==> src/rtl/mem_read_fsm_if.sv <==
// BRAM port-B read port and outbound sample stream of the ToF memory reader.
// The master side is the reader; the slave side is the BRAM plus the stream consumer.
interface mem_read_fsm_if #(
    parameter int DATA_W = 16,
    parameter int IDX_W  = 3
);
    logic              enb;
    logic [IDX_W-1:0]  addrb;
    logic [DATA_W-1:0] doutb;

    logic [DATA_W-1:0] m_data;
    logic [IDX_W-1:0]  m_index;
    logic              m_last;
    logic              m_valid;
    logic              m_ready;

    modport master (
        output enb, addrb, m_data, m_index, m_last, m_valid,
        input  doutb, m_ready
    );

    modport slave (
        input  enb, addrb, m_data, m_index, m_last, m_valid,
        output doutb, m_ready
    );
endinterface

==> src/rtl/mem_read_fsm.sv <==
// Walks the ToF sample BRAM once per start pulse, reads every enabled slot and
// streams each sample out with its slot index and an end-of-pass flag.
module mem_read_fsm #(
    parameter int N_SLOTS = 8,
    parameter int DATA_W  = 16,
    parameter int IDX_W   = 3,
    parameter int RD_LAT  = 2
) (
    input  logic               clk,
    input  logic               reset,
    input  logic               start,
    input  logic [N_SLOTS-1:0] rd_mask,
    output logic               busy,
    output logic               done,
    mem_read_fsm_if.master     bus
);

    typedef enum logic [2:0] {
        S_IDLE,
        S_SCAN,
        S_ISSUE,
        S_WAIT,
        S_PRESENT,
        S_DONE
    } state_t;

    localparam int CNT_W = (RD_LAT > 1) ? $clog2(RD_LAT) : 1;
    localparam logic [IDX_W-1:0] LAST_PTR = IDX_W'(N_SLOTS - 1);
    localparam logic [CNT_W-1:0] CNT_LAST = CNT_W'(RD_LAT - 1);

    state_t             state;
    logic [N_SLOTS-1:0] mask;
    logic [IDX_W-1:0]   ptr;
    logic [CNT_W-1:0]   wait_cnt;

    logic               enb_q;
    logic [IDX_W-1:0]   addrb_q;
    logic [DATA_W-1:0]  m_data_q;
    logic [IDX_W-1:0]   m_index_q;
    logic               m_last_q;
    logic               m_valid_q;

    // Enabled slots strictly above the current pointer; empty means this beat ends the pass.
    logic [N_SLOTS-1:0] upper_bits;
    assign upper_bits = (mask >> ptr) >> 1;

    assign bus.enb     = enb_q;
    assign bus.addrb   = addrb_q;
    assign bus.m_data  = m_data_q;
    assign bus.m_index = m_index_q;
    assign bus.m_last  = m_last_q;
    assign bus.m_valid = m_valid_q;

    always_ff @(posedge clk or negedge reset) begin
        if (!reset) begin
            state     <= S_IDLE;
            mask      <= '0;
            ptr       <= '0;
            wait_cnt  <= '0;
            busy      <= 1'b0;
            done      <= 1'b0;
            enb_q     <= 1'b0;
            addrb_q   <= '0;
            m_data_q  <= '0;
            m_index_q <= '0;
            m_last_q  <= 1'b0;
            m_valid_q <= 1'b0;
        end else begin
            case (state)
                S_IDLE: begin
                    if (start) begin
                        mask  <= rd_mask;
                        ptr   <= '0;
                        busy  <= 1'b1;
                        state <= S_SCAN;
                    end
                end

                S_SCAN: begin
                    if (mask[ptr]) begin
                        enb_q   <= 1'b1;
                        addrb_q <= ptr;
                        state   <= S_ISSUE;
                    end else if (ptr == LAST_PTR) begin
                        done  <= 1'b1;
                        state <= S_DONE;
                    end else begin
                        ptr <= ptr + 1'b1;
                    end
                end

                S_ISSUE: begin
                    enb_q    <= 1'b0;
                    wait_cnt <= '0;
                    state    <= S_WAIT;
                end

                // Read data is valid on the RD_LAT-th edge after the enable was sampled.
                S_WAIT: begin
                    if (wait_cnt == CNT_LAST) begin
                        m_data_q  <= bus.doutb;
                        m_index_q <= ptr;
                        m_last_q  <= (upper_bits == '0);
                        m_valid_q <= 1'b1;
                        state     <= S_PRESENT;
                    end else begin
                        wait_cnt <= wait_cnt + 1'b1;
                    end
                end

                S_PRESENT: begin
                    if (bus.m_ready) begin
                        m_valid_q <= 1'b0;
                        m_last_q  <= 1'b0;
                        if (m_last_q) begin
                            done  <= 1'b1;
                            state <= S_DONE;
                        end else begin
                            ptr   <= ptr + 1'b1;
                            state <= S_SCAN;
                        end
                    end
                end

                S_DONE: begin
                    done  <= 1'b0;
                    busy  <= 1'b0;
                    state <= S_IDLE;
                end

                default: begin
                    state <= S_IDLE;
                end
            endcase
        end
    end

endmodule

==> src/flat_wrapper.sv <==
// flat-port wrapper written by rule: the top's interface ports become plain ports
module mem_read_fsm_flat 
#(
    parameter int N_SLOTS = 8,
    parameter int DATA_W  = 16,
    parameter int IDX_W   = 3,
    parameter int RD_LAT  = 2
)
  (clk, reset, start, rd_mask, busy, done, bus_enb, bus_addrb, bus_m_data, bus_m_index, bus_m_last, bus_m_valid, bus_doutb, bus_m_ready);
  mem_read_fsm_if #(.DATA_W(DATA_W), .IDX_W(IDX_W)) bus_i ();
  input  logic clk;
  input  logic reset;
  input  logic start;
  input  logic [N_SLOTS-1:0] rd_mask;
  output logic busy;
  output logic done;
  output wire logic [$bits(bus_i.enb)-1:0] bus_enb;
  output wire logic [$bits(bus_i.addrb)-1:0] bus_addrb;
  output wire logic [$bits(bus_i.m_data)-1:0] bus_m_data;
  output wire logic [$bits(bus_i.m_index)-1:0] bus_m_index;
  output wire logic [$bits(bus_i.m_last)-1:0] bus_m_last;
  output wire logic [$bits(bus_i.m_valid)-1:0] bus_m_valid;
  input wire logic [$bits(bus_i.doutb)-1:0] bus_doutb;
  input wire logic [$bits(bus_i.m_ready)-1:0] bus_m_ready;
  assign bus_enb = bus_i.enb;
  assign bus_addrb = bus_i.addrb;
  assign bus_m_data = bus_i.m_data;
  assign bus_m_index = bus_i.m_index;
  assign bus_m_last = bus_i.m_last;
  assign bus_m_valid = bus_i.m_valid;
  assign bus_i.doutb = bus_doutb;
  assign bus_i.m_ready = bus_m_ready;
  mem_read_fsm #(.N_SLOTS(N_SLOTS), .DATA_W(DATA_W), .IDX_W(IDX_W), .RD_LAT(RD_LAT)) u_core (.clk(clk), .reset(reset), .start(start), .rd_mask(rd_mask), .busy(busy), .done(done), .bus(bus_i));
endmodule
==> config.mk <==
export PLATFORM = sky130hd
export DESIGN_NAME = mem_read_fsm_flat
export DESIGN_NICKNAME = d
export VERILOG_FILES = /design/src/rtl/mem_read_fsm_if.sv /design/src/rtl/mem_read_fsm.sv /design/src/flat_wrapper.sv
export SDC_FILE = /design/constraint.sdc
export NUM_CORES = 1
export LEC_CHECK = 0
export CORE_ASPECT_RATIO = 1.25
export CORE_MARGIN = 1.5
export CORE_UTILIZATION = 45
export DETAILED_ROUTE_END_ITERATION = 7
export GPL_TIMING_DRIVEN = 0
export HOLD_SLACK_MARGIN = 0.02
export PLACE_DENSITY = 0.87
export SYNTH_ARGS = -nofsm -noshare
export SYNTH_HDL_FRONTEND = slang
export SYNTH_SLANG_ARGS = --single-unit
==> constraint.sdc <==
create_clock -name clk -period 3.9 [get_ports clk]
set_input_delay 0.39 -clock clk [delete_from_list [all_inputs] [get_ports clk]]
set_output_delay 0.39 -clock clk [all_outputs]
set_load 0.02 [all_outputs]
# Word level (Yosys, flattened, before mapping)
# Cells that the tools add are included.
[classes]
order_cmp = 1
n_bitwise = 0
n_eq_ne = 16
addsub = 2
n_mux = 31
n_div = 0
n_shift = 1
reduce_logical = 17
multipliers = 0
[op_table]
columns = ["op", "n"]
rows = [
  ["$mux 3", 11],
  ["$pmux 3 s5", 1],
  ["$mux 1", 11],
  ["$ne 2x2->1 const B", 5],
  ["$pmux 1 s2", 5],
  ["$reduce_and 2->1", 5],
  ["$eq 3x3->1 const B", 3],
  ["$pmux 3 s3", 1],
  ["$logic_not 8->1", 1],
  ["$ne 2x1->1 const B", 4],
  ["$reduce_bool 2->1", 4],
  ["$shr 8x3->8", 1],
  ["$eq 3x2->1 const B", 2],
  ["$reduce_and 6->1", 1],
  ["$reduce_bool 3->1", 2],
  ["$reduce_and 5->1", 1],
  ["$lt 3x4->1 const B", 1],
  ["$reduce_and 4->1", 1],
  ["$add 3x1->3 const B", 1],
  ["$bmux 1 s3", 1],
  ["$eq 3x1->1 const B", 1],
  ["$logic_not 3->1", 1],
  ["$ne 3x1->1 const B", 1],
  ["$pmux 1 s3", 1],
  ["other kinds (2)", 2],
]
[totals]
register_bits = 42
mem_bits_rw = 0
elab_cells = 80
latchBits = 0
mem_bits_ro = 0
memories = 0

# Depth between registers and ports, before layout
# Gate-level depths: netlist of run 1.
[depth]
depth_word = 4
depth_mapped = 6

# Least setup slack after synthesis of run 1
# No wires, ideal clock.
[synth_path]
path_type = "reg-to-reg"
start = "register u_core.ptr[1]"
end = "register u_core.ptr[0]"
stages_incl_launch_ff = 7
n_path_buf = 0
synth_period_minus_slack_ns = 1.771
slack_ns = 2.129
required_time_ns = 3.775
arrival_ns = 1.646
setup_ns = 0.125
cell_sequence = "dfrtp_1 > ha_1 > ha_1 > nor2_1 > a21oi_1 > or3_4 > mux2_4"
[synth_via]
elab_chain_cells = 4
word_cells_on_any_way = 6
[synth_lines]
columns = ["item", "line", "rtl"]
rows = [
  ["from (decl)", "mem_read_fsm.sv:33", "logic [IDX_W-1:0] ptr;"],
  ["from (signal assigned)", "mem_read_fsm.sv:88", "ptr <= ptr + 1'b1;"],
  ["from (signal assigned)", "mem_read_fsm.sv:119", "ptr <= ptr + 1'b1;"],
  ["$bmux 1 s3", "mem_read_fsm.sv:80", "if (mask[ptr]) begin"],
  ["$mux 1 (not written as such)", "mem_read_fsm.sv:80", ""],
  ["$ne 2x2->1 (no source line)", "n/a", ""],
  ["$reduce_and 6->1 (no source line) *", "n/a", ""],
]
# Mark *: on every way between the ends. The rest lies on a longest branch, timed or not. The select of a mux whose other input is x is not followed.
# A chain may end at the register's enable or synchronous reset.

# Worst setup path after layout of run 1
[layout_path]
start = "register u_core.ptr[0]"
end = "register u_core.ptr[0]"
[layout_via]
elab_chain_cells = 4
word_cells_on_any_way = 12
[layout_lines]
columns = ["item", "line", "rtl"]
rows = [
  ["$add 3x1->3 / $bmux 1 s3 (equally long branches)", "mem_read_fsm.sv:88, mem_read_fsm.sv:119, mem_read_fsm.sv:80", ""],
  ["$mux 3 (tied with other cells)", "mem_read_fsm.sv:115", "if (m_last_q) begin"],
  ["$mux 3 (tied with other cells)", "mem_read_fsm.sv:112", "if (bus.m_ready) begin"],
  ["$pmux 3 s3 / $reduce_and 6->1 (equally long branches)", "n/a", ""],
]
# Parallel ways exist; a longest one is shown, timed or not. The select of a mux whose other input is x is not followed.

==> summary.txt, run 1 <==
Placement
  – DP HPWL: 2940 um
  – Gpl congestion: 0.765
  – I/O Buffers: 54
  – Pre-CTS WS: 1860 ps

Logic synthesis
  – Yosys top cell area share: 0.549
  – Flops & latches, synth: 42
  – Unique masters post-synth: 37
  – Yosys top cell by area: dfrtp_1
  – Main synth FF type: dfrtp_1
  – Async SR Flop Fraction: 1.00
  – Gate Count Post-Synth: 165
  – Avg Synthesized Cell Area: 11.6 sq um
  – Syn Std Cell Area: 1910 sq um
  – Sequential area share after synthesis: 0.549
  – Dominant cells by area after synthesis: dfrtp_1 55%, mux2_2 16%, mux2i_1 2.6%
  – Syn_nets: 195
  – Yosys warning count: 0
  – Number of synthesized flops with an enable pin: 0

Critical path
  – Critical Path Sink Type: flop
  – R2R depth: 6
  – CP Buf/Inv Count: 1
  – Critical path fanouts, max: 10
  – Worst path slowest cell: or3_4
  – Stages on the worst setup path: 6
  – Critical Setup Path Class: flop to flop
  – Reg2Reg Setup Slack: 1990 ps
  – Max incr delay on CP: 410 ps
  – CP delay by family, top: multiplexers
  – Worst-path cell chain: buf_6, mux2i_1, a22oi_1, o2111a_2, or3_4, mux2_4
  – Arr. time, crit path: 2090 ps
  – Req. time, crit path: 4080 ps
  – Worst Setup Start Kind: flop

Clocking
  – Clock Pin Slew Worst Setup and Hold Paths: 70 ps
  – CTS tree: built
  – Post-CTS Setup Repair Bufs: 0
  – Clock sink total: 42
  – Max clock buf depth: 2
  – Clock Latency Late Sink: 290 ps
  – Post-CTS Resized: 0
  – Root buffer cell: clkbuf_8
  – CTS Buf Count: 5
  – H-tree depth: 2

Pwr
  – Net Sw Frac: 0.368
  – Part of the power in combinational logic: 0.507
  – Worst IR Drop VDD: 0.000519 V
  – Leak pwr: 1.13 nW
  – Total power per unit cell area: 839 nW/um^2
  – Clk pwr share: 0.149
  – P_sw: 819 uW
  – Reg power frac: 0.344
  – Internal power: 1.41 mW
  – Power consumption: 2.23 mW

Floorplanning
  – Core Area: 4100 sq um
  – Initial Util: 0.467
  – Die area: 4650 sq um
  – Die Wd: 61.3 um
  – Rows: 26
  – Die Y: 75.9 um
  – Ports: 55

Routing
  – Wire length per cell: 13.7 um
  – Via density: 5.02
  – Initial drt markers: 30
  – Vias: 1431
  – DRT antenna net count: 0
  – DRC Markers: 0
  – WL final: 3900 um
  – Drt pass-1 iters: 4

GRT
  – Initial antenna violation count: 0
  – Gr ovfl total: 0
  – First-pass GRT wire length: 6710 um
  – Largest net degree at the start of global routing: 30
  – Overall routing resource usage: 0.191
  – Vias in the first global route: 1454

Flow run
  – # Max-Cap Violations: 0

STA
  – Tcrit/Tclk final: 0.490
  – Final Hold Viols: 0
  – Worst hold margin: 500 ps
  – RSZ-0062 raised after global routing: false
  – Max-slew violation count: 0
  – Final worst-path setup slack: 1990 ps
  – Sum Neg Setup Slack: 0 ps
  – Fmax: 524 MHz
  – Final setup viols: 0
  – Final Skew: 2.54 ps
  – Worst-margin pin slew: 660 ps
  – Final min period: 1910 ps
  – Relative slew slack: 0.558

Layout
  – FF+latch area: 1050 sq um
  – Final-layout fill cell count: 331
  – Antenna cells: 0
  – Share of cells above drive strength 1: 0.188
  – Multi-input combinational cell area: 796 sq um
  – Layout area overhead: 38.8%
  – Final Util: 0.648
  – Final #Nets: 258

Hold path
  – Hold depth: 2
  – Worst hold path type: flop to flop

Run status
  – Run status: finished, final reports clean
==> metal layers <==
layer | global-route usage | routed length [um]
met5 | 0 | 0
met3 | 0.0563 | 144
met2 | 0.299 | 2080
met1 | 0.244 | 1610
met4 | 0.0717 | 58
==> flip-flops by register name, summed over array words and instances, names as in the netlist, 3 cells and up <==
name and count:
u_core.bus.m_data 16, u_core.state 3, u_core.bus.addrb 3, u_core.bus.m_index 3, u_core.mask 8, u_core.ptr 3
==> power groups by stage <==
| stage | clock [mW] | combinational (mW) | sequential, mW |
|---|---|---|---|
| 2_1_floorplan | 0 | 0.570 | 0.910 |
| 3_3_place_gp | 0 | 1.11 | 0.764 |
| 3_5_place_dp | 0 | 1.13 | 0.776 |
| 4_1_cts | 0.341 | 1.14 | 0.768 |
| 5_1_grt | 0.359 | 1.22 | 0.798 |
| 6_report | 0.332 | 1.13 | 0.765 |
==> Yosys cell counts (2+ instances only) <==
library cell	instances
nor3_1	2
mux2i_1	5
nor2_1	12
o211ai_1	2
clkbuf_1	4
mux2_2	27
nand2b_1	4
dfrtp_1	42
a31oi_1	3
nand2_1	13
o21ai_0	8
nand3_1	2
buf_2	2
inv_1	7
a21oi_1	9
ha_1	2
==> final cells by class <==
cell class                 count  area share
sequential                    42       0.396
clock buffer                   7      0.0287
timing repair buffer          56       0.213
buffer                         8      0.0151
inverter                       7     0.00990
tap                           56      0.0264
clock inverter                 1      0.0113
multi-input combinational    108       0.300
==> kinds of logic (layout without fill, tap and decap cells) <==
kind of cell,count (synthesis),after routing,synth area share
flip-flops,42,42,0.549
buffers and inverters,15,79,0.0347
XOR/XNOR,1,1,0.00458
AND/OR/NAND/NOR,43,43,0.113
AO/OA/AOI/OAI,29,29,0.0929
adder cells (fa/ha/maj),2,2,0.0131
multiplexers,33,33,0.193
==> what timing repair did <==
action / 4_1_cts / 5_1_grt
hold buffers: 1 / 0
hold endpoints to repair: 13 / 0
endpoints found under the setup margin: 0 / 0
==> worst reg2reg max path: stages, from the launching register on <==
cell and delay (ps):
dfrtp_1 400, buf_6 160, mux2i_1 210, a22oi_1 130
o2111a_2 190, or3_4 410, mux2_4 300
==> final timing paths <==
| path | end | start |
|---|---|---|
| max | u_core.ptr[0] | u_core.ptr[0] |
| min | u_core.bus.m_index[1] | u_core.bus.m_index[1] |
| max reg2reg | u_core.ptr[0] | u_core.ptr[0] |
| min reg2reg | u_core.bus.m_index[1] | u_core.bus.m_index[1] |
| max in group asynchronous | u_core.ptr[2] | reset |
| min in group asynchronous | u_core.bus.m_valid | reset |
==> through the flow <==
stage / area (sq um) / std cells
6_report: 2660 / 285
5_1_grt: 2660 / 285
4_1_cts: 2660 / 285
3_5_place_dp: 2540 / 276
3_3_place_gp: 2520 / 275
2_1_floorplan: 1910 / 165
==> layout by cell type, fill, tap and decap left out, types with 2 or more instances in the layout <==
cell / netlist / routed
mux2_2: 27 / 27
clkdlybuf4s50_1: 0 / 53
buf_2: 2 / 3
ha_1: 2 / 2
clkbuf_1: 4 / 6
inv_1: 7 / 7
dfrtp_1: 42 / 42
nor2_1: 12 / 12
nor3_1: 2 / 2
mux2i_1: 5 / 5
o21ai_0: 8 / 8
nand3_1: 2 / 2
o211ai_1: 2 / 2
a31oi_1: 3 / 3
nand2b_1: 4 / 4
clkbuf_8: 0 / 5
a21oi_1: 9 / 9
nand2_1: 13 / 13
Note: power is estimated with default switching activity, not from simulation.
==> inputs of run 2 (changes only) <==
==> constraint.sdc (replaced) <==
create_clock -name clk -period 1.85 [get_ports clk]
set_input_delay 0.185 -clock clk [delete_from_list [all_inputs] [get_ports clk]]
set_output_delay 0.185 -clock clk [all_outputs]
set_load 0.02 [all_outputs]
==> run 2 against run 1 <==
  * The flow now finishes with violations (setup timing)
  * Flip-flop and latch count stayed put
  * Final cell count is 1.4% higher
  * First-iteration DRC count is 27% higher
  * Combinational power is 120% higher
  * Global-route usage is 0.62 points higher
  * Total power is 120% higher
  * Via count is 2.4% higher
  * Sequential share of layout area is 0.60 points lower
  * Largest power group unchanged
==> summary.txt, run 2 (synthesis results as in run 1) <==
Run status
  – Run status: finished, violations left
  – Failing checks: setup timing

Placement
  – DP HPWL: 2940 um (unchanged)
  – Dpl cells: 276 (unchanged)
  – Gpl congestion: 0.765 (unchanged)
  – Area of placed instances: 2540 sq um (unchanged)
  – I/O Buffers: 54 (unchanged)

GRT
  – Overall routing resource usage: 0.197 (+0.00617)
  – Gr ovfl total: 0 (unchanged)
  – Vias in the first global route: 1462 (+0.55%)
  – Initial antenna violation count: 0 (unchanged)
  – First-pass GRT wire length: 6890 um (+2.8%)
  – Largest net degree at the start of global routing: 30 (unchanged)

STA
  – Final Hold Viols: 0 (unchanged)
  – Final min period: 1850 ps (-57.9 ps)
  – Sum Neg Setup Slack: -2.26 ps (-2.26 ps)
  – Tcrit/Tclk final: 1.00 (+0.511)
  – Worst-margin pin slew: 655 ps (-4.44 ps)
  – Max-slew violation count: 0 (unchanged)
  – Fmax: 540 MHz (+3.1%)
  – RSZ-0062 raised after global routing: true
  – Relative slew slack: 0.561 (+0.00298)
  – Final worst-path setup slack: -2.26 ps (-1990 ps)
  – Final Skew: 2.84 ps (+0.300 ps)
  – Final setup viols: 1 (+1)

Floorplanning
  – Die area: 4650 sq um (unchanged)
  – Rows: 26 (unchanged)
  – Ports: 55 (unchanged)
  – Die Y: 75.9 um (unchanged)
  – Initial Util: 0.467 (unchanged)
  – Core Area: 4100 sq um (unchanged)
  – Die Wd: 61.3 um (unchanged)

Routing
  – Initial drt markers: 38 (+27%)
  – Via density: 5.07 (+0.96%)
  – WL final: 4090 um (+5.0%)
  – DRT antenna net count: 0 (unchanged)
  – Drt pass-1 iters: 5 (+1)
  – Wire length per cell: 14.2 um (+3.6%)
  – DRC Markers: 0 (unchanged)
  – Vias: 1465 (+2.4%)

Layout
  – Antenna cells: 0 (unchanged)
  – Max FFs per register: 16 (unchanged)
  – Most common cell after layout, fill and taps aside: clkdlybuf4s50_1
  – Most frequent cells in the layout: 53 x clkdlybuf4s50_1, 41 x dfrtp_1, 27 x mux2_2, 13 x nand2_1, 11 x nor2_1
  – Final #Nets: 262 (+1.6%)
  – Final Cell Area: 2700 sq um (+1.6%)
  – Share of cells above drive strength 1: 0.223 (+0.0354)
  – Post-route insts no fill: 289 (+1.4%)
  – Final-layout fill cell count: 326 (-1.5%)
  – Layout area overhead: 41.1%

Clocking
  – Clock Latency Late Sink: 290 ps (about the same)
  – CTS Buf Count: 5 (unchanged)
  – Clock Pin Slew Worst Setup and Hold Paths: 70 ps (about the same)
  – Root buffer cell: clkbuf_8
  – CTS tree: built
  – Clock sink total: 42 (unchanged)
  – H-tree depth: 2 (unchanged)
  – Max clock buf depth: 2 (unchanged)

Pwr
  – Clk pwr share: 0.147 (-0.002)
  – Part of the power in combinational logic: 0.518 (+0.011)
  – P_sw: 1.78 mW (+120%)
  – Reg power frac: 0.335 (-0.009)
  – Worst IR Drop VDD: 0.00110 V (+110%)
  – Internal power: 3.04 mW (+120%)
  – Net Sw Frac: 0.369 (+0.00157)
  – Leak pwr: 1.15 nW (+2.0%)
  – Total power per unit cell area: 1790 nW/um^2 (+110%)

Flow run
  – # Max-Cap Violations: 0 (unchanged)

Critical path
  – Arr. time, crit path: 2030 ps (-60 ps)
  – Crit path capture: u_core.ptr[0]
  – Critical Setup Path Class: flop to flop
  – Reg2Reg Capture Point: u_core.ptr[0]
  – Critical path fanouts, max: 6 (-4)
  – Req. time, crit path: 2030 ps (-2050 ps)
  – Worst Setup Start Kind: flop
  – Setup crit start: u_core.ptr[0]
  – R2R depth: 6 (unchanged)
  – Worst R2R Start: u_core.ptr[0]
  – Critical Path Sink Type: flop
  – Reg2Reg Setup Slack: -2 ps (-1990 ps)

Hold path
  – Worst hold path type: input port to asynchronous set/reset pin
-- run 2: changes by cell type in the layout (fill, tap and decap cells not counted), sizes merged --
cell / previous run / this run
buf: 6 / 10
-- run 2: per-stage QoR --
step	total power [mW]	worst slack [ps]	utilization	hold slack [ps]
after floorplan	3.12	79.3	-	-111
after global placement	3.95	-510	0.616	470
after detailed placement	4.02	-38.4	0.619	105
after CTS	4.80	3.33	0.655	330
after global routing	5.12	-84.7	0.658	358
final	4.82	-2.26	0.658	320
-- run 2: worst min path at each step --
stage / to / cells after the start / slack (ps) / from
floorplan: u_core.bus.addrb[0] / 0 / -110 / reset
global placement: u_core.bus.m_index[1] / 2 / 470 / u_core.bus.m_index[1]
detailed placement: u_core.bus.m_data[0] / 1 / 100 / reset
CTS: u_core.bus.m_valid / 2 / 330 / reset
global route: u_core.bus.m_data[0] / 2 / 360 / reset
finish: u_core.bus.m_data[0] / 2 / 320 / reset
-- run 2: power groups by stage --
| stage | Combinational [mW] | Clock, mW | Sequential [mW] |
|---|---|---|---|
| final | 2.50 | 0.708 | 1.62 |
| after global routing | 2.68 | 0.759 | 1.68 |
| after CTS | 2.47 | 0.719 | 1.61 |
| after detailed placement | 2.39 | 0 | 1.64 |
| after global placement | 2.34 | 0 | 1.61 |
| after floorplan | 1.20 | 0 | 1.92 |
-- run 2: metal layers --
layer  up-vias  wire (um)  GRT usage
met2        37       2220      0.317
met3         9        163     0.0563
li1        707          -          -
met5         -          0          0
met4         0         73     0.0696
met1       712       1630      0.246
-- run 2: cell type report --
type	instances	area, sq um	share of cell area
plain buffers	8	41.3	0.0153
well taps	56	70.1	0.0260
flip-flops and latches	42	1050	0.390
inverters	7	26.3	0.00974
repair buffers	60	596	0.221
clock buffers	7	76.3	0.0283
multi-input cells	108	807	0.299
clock inverters	1	30.0	0.0111
-- run 2: worst max-delay path: stages, from the launching register on --
cell      delay (ps)
dfrtp_1          400
buf_6            150
mux2i_2          230
a22oi_2          110
o2111a_2         180
or3_4            360
mux2_4           300
-- run 2: what timing repair did --
action | in CTS | in global routing
gates resized for setup | 1 | 5
hold endpoints to repair | 13 | 0
setup endpoints to repair | 1 | 16
pin swaps | 4 | 0
hold buffers | 1 | 0
setup buffers | 4 | 0
==> inputs of run 3 (changes only) <==
--- a/config.mk
+++ b/config.mk
@@ -5,13 +5,13 @@
 export SDC_FILE = /design/constraint.sdc
 export NUM_CORES = 1
 export LEC_CHECK = 0
-export CORE_ASPECT_RATIO = 1.25
+export CORE_ASPECT_RATIO = 1.4
 export CORE_MARGIN = 1.5
-export CORE_UTILIZATION = 45
+export CORE_UTILIZATION = 42
 export DETAILED_ROUTE_END_ITERATION = 7
 export GPL_TIMING_DRIVEN = 0
 export HOLD_SLACK_MARGIN = 0.02
-export PLACE_DENSITY = 0.87
+export PLACE_DENSITY = 0.86
 export SYNTH_ARGS = -nofsm -noshare
 export SYNTH_HDL_FRONTEND = slang
 export SYNTH_SLANG_ARGS = --single-unit
==> constraint.sdc (replaced) <==
create_clock -name clk -period 1.7 [get_ports clk]
set_input_delay 0.17 -clock clk [delete_from_list [all_inputs] [get_ports clk]]
set_output_delay 0.17 -clock clk [all_outputs]
set_load 0.02 [all_outputs]
==> run 3 against run 2 <==
  * The run still ends with setup timing left
  * Sequential share of layout area fell by 1.8 points
  * Global-route usage is 0.45 points higher
  * Total power is 16% higher
  * Largest power group unchanged
==> summary.txt, run 3 (synthesis results as in run 1) <==
Critical path
  – R2R depth: 7 (+1)
  – Crit-path most repeated cell: ha_4
  – Arr. time, crit path: 2040 ps (about the same)
  – Worst R2R Start: u_core.ptr[0]
  – Critical Path Sink Type: flop
  – Reg2Reg Setup Slack: -160 ps (-160 ps)
  – Worst Setup Start Kind: flop
  – Reg2Reg Capture Point: u_core.ptr[0]
  – Worst path slowest cell: dfrtp_1
  – Req. time, crit path: 1880 ps (-150 ps)
  – Max incr delay on CP: 430 ps (+30 ps)
  – Critical path fanouts, max: 4 (-2)
  – Worst-path cell chain: buf_6, ha_4, ha_4, nor2_4, a21oi_2, or3_4, mux2_4
  – Critical Setup Path Class: flop to flop

Clocking
  – CTS Buf Count: 5 (unchanged)
  – Max clock buf depth: 2 (unchanged)
  – Clock sink total: 42 (unchanged)
  – Root buffer cell: clkbuf_8
  – CTS tree: built
  – Clock Pin Slew Worst Setup and Hold Paths: 80 ps (about the same)
  – H-tree depth: 2 (unchanged)
  – Clock Latency Late Sink: 300 ps (about the same)

Routing
  – WL final: 4520 um (+10%)
  – DRT antenna net count: 0 (unchanged)
  – DRC Markers: 0 (unchanged)
  – Drt pass-1 iters: 4 (-1)
  – Vias: 1554 (+6.1%)
  – Wire length per cell: 15.2 um (+7.1%)
  – Via density: 5.21 (+2.9%)
  – Initial drt markers: 35 (-7.9%)

GRT
  – Overall routing resource usage: 0.202 (+0.00454)
  – First-pass GRT wire length: 7650 um (+11%)
  – Initial antenna violation count: 0 (unchanged)
  – Vias in the first global route: 1634 (+12%)
  – Gr ovfl total: 0 (unchanged)
  – Largest net degree at the start of global routing: 32 (+6.7%)

STA
  – Sum Neg Setup Slack: -533 ps (-530 ps)
  – Final min period: 1860 ps (+5.14 ps)
  – RSZ-0062 raised after global routing: true
  – Max-slew violation count: 0 (unchanged)
  – Tcrit/Tclk final: 1.09 (+0.0914)
  – Relative slew slack: 0.697 (+0.137)
  – Fmax: 538 MHz (-0.28%)
  – Worst-margin pin slew: 452 ps (-203 ps)
  – Final Hold Viols: 0 (unchanged)
  – Final worst-path setup slack: -157 ps (-155 ps)
  – Final Skew: 9.07 ps (+6.23 ps)
  – Final setup viols: 7 (+6)

Layout
  – Final #Nets: 267 (+1.9%)
  – Share of cells above drive strength 1: 0.286 (+0.0625)
  – Max FFs per register: 16 (unchanged)
  – Final-layout fill cell count: 306 (-6.1%)
  – Antenna cells: 0 (unchanged)
  – Final Cell Area: 2840 sq um (+5.1%)
  – Most frequent cells in the layout: 53 x clkdlybuf4s50_1, 40 x dfrtp_1, 24 x mux2_2, 13 x nand2_1, 10 x nor2_1
  – Layout area overhead: 48.2%
  – Most common cell after layout, fill and taps aside: clkdlybuf4s50_1
  – Final Util: 0.658 (about the same)

Placement
  – Area of placed instances: 2560 sq um (+0.89%)
  – Pre-CTS WS: -183 ps (-144 ps)
  – Gpl congestion: 0.817 (+6.7%)
  – DP HPWL: 3160 um (+7.5%)
  – I/O Buffers: 54 (unchanged)

Run status
  – Failing checks: setup timing
  – Run status: finished, violations left

Floorplanning
  – Initial Util: 0.444 (-0.0228)
  – Die Wd: 60.0 um (-2.1%)
  – Ports: 55 (unchanged)
  – Die Y: 82.9 um (+9.2%)
  – Core Area: 4310 sq um (+5.1%)
  – Rows: 28 (+7.7%)
  – Die area: 4970 sq um (+6.9%)

Hold path
  – Worst hold path type: input port to asynchronous set/reset pin

Flow run
  – # Max-Cap Violations: 0 (unchanged)

Pwr
  – Total power per unit cell area: 1970 nW/um^2 (+10%)
  – Worst IR Drop VDD: 0.000951 V (-13%)
  – Leak pwr: 1.19 nW (+3.5%)
-- run 3: cell count changes in the layout (fill, tap and decap cells not counted), sizes merged --
cell / before / now
clkbuf: 11 / 8
clkinvlp: 0 / 1
buf: 10 / 17
-- run 3: cell type report --
cell class	instances	area, sq um	area share
sequential	42	1050	0.372
multi-input combinational	108	880	0.310
timing repair buffer	67	657	0.232
tap	60	75.1	0.0265
clock buffer	6	72.6	0.0256
clock inverter	2	37.5	0.0132
buffer	6	33.8	0.0119
inverter	7	26.3	0.00927
-- run 3: repair_timing --
| item | CTS | global route |
|---|---|---|
| pin swaps | 4 | 5 |
| endpoints found under the setup margin | 28 | 16 |
| gates resized for setup | 4 | 17 |
| hold buffers | 1 | 0 |
| setup buffers | 7 | 4 |
| endpoints found under the hold margin | 11 | 0 |
| gates cloned | 1 | 0 |
-- run 3: power breakdown --
| part | internal (mW) | switching, mW | total [mW] |
|---|---|---|---|
| clock | 0.438 | 0.350 | 0.788 |
| combinational | 1.58 | 1.35 | 2.94 |
| sequential | 1.46 | 0.382 | 1.85 |
| total | 3.49 | 2.09 | 5.57 |
-- run 3: worst max-delay path: cells and delay by family (launching register included) --
| family | cells | cell delay [ps] |
|---|---|---|
| adder cells (fa/ha/maj) | 2 | 310 |
| AO/OA/AOI/OAI | 1 | 60 |
| flip-flops | 1 | 430 |
| AND/OR/NAND/NOR | 2 | 490 |
| buffers and inverters | 1 | 140 |
| multiplexers | 1 | 310 |
-- run 3: per-layer routing --
metal,track usage,vias to the layer above,routed length (um)
met1,0.243,764,1790
met4,0.111,0,145
met2,0.322,51,2420
li1,-,726,-
met3,0.0452,13,169
met5,0,-,0
-- run 3: worst max path at each step --
| stage | startpoint | to | cells past startpoint |
|---|---|---|---|
| 2_1_floorplan | u_core.ptr[1] | u_core.ptr[0] | 6 |
| 3_3_place_gp | reset | u_core.bus.m_data[0] | 1 |
| 3_5_place_dp | u_core.ptr[0] | u_core.ptr[0] | 6 |
| 4_1_cts | u_core.ptr[0] | u_core.ptr[0] | 6 |
| 5_1_grt | u_core.ptr[0] | u_core.ptr[0] | 7 |
| 6_report | u_core.ptr[0] | u_core.ptr[0] | 7 |
-- run 3: metrics by stage --
stage,hold slack [ps],power (mW),cells
2_1_floorplan,-126,3.41,165
3_3_place_gp,465,4.32,279
3_5_place_dp,77.1,4.41,280
4_1_cts,287,5.37,297
5_1_grt,303,5.92,298
6_report,287,5.57,298
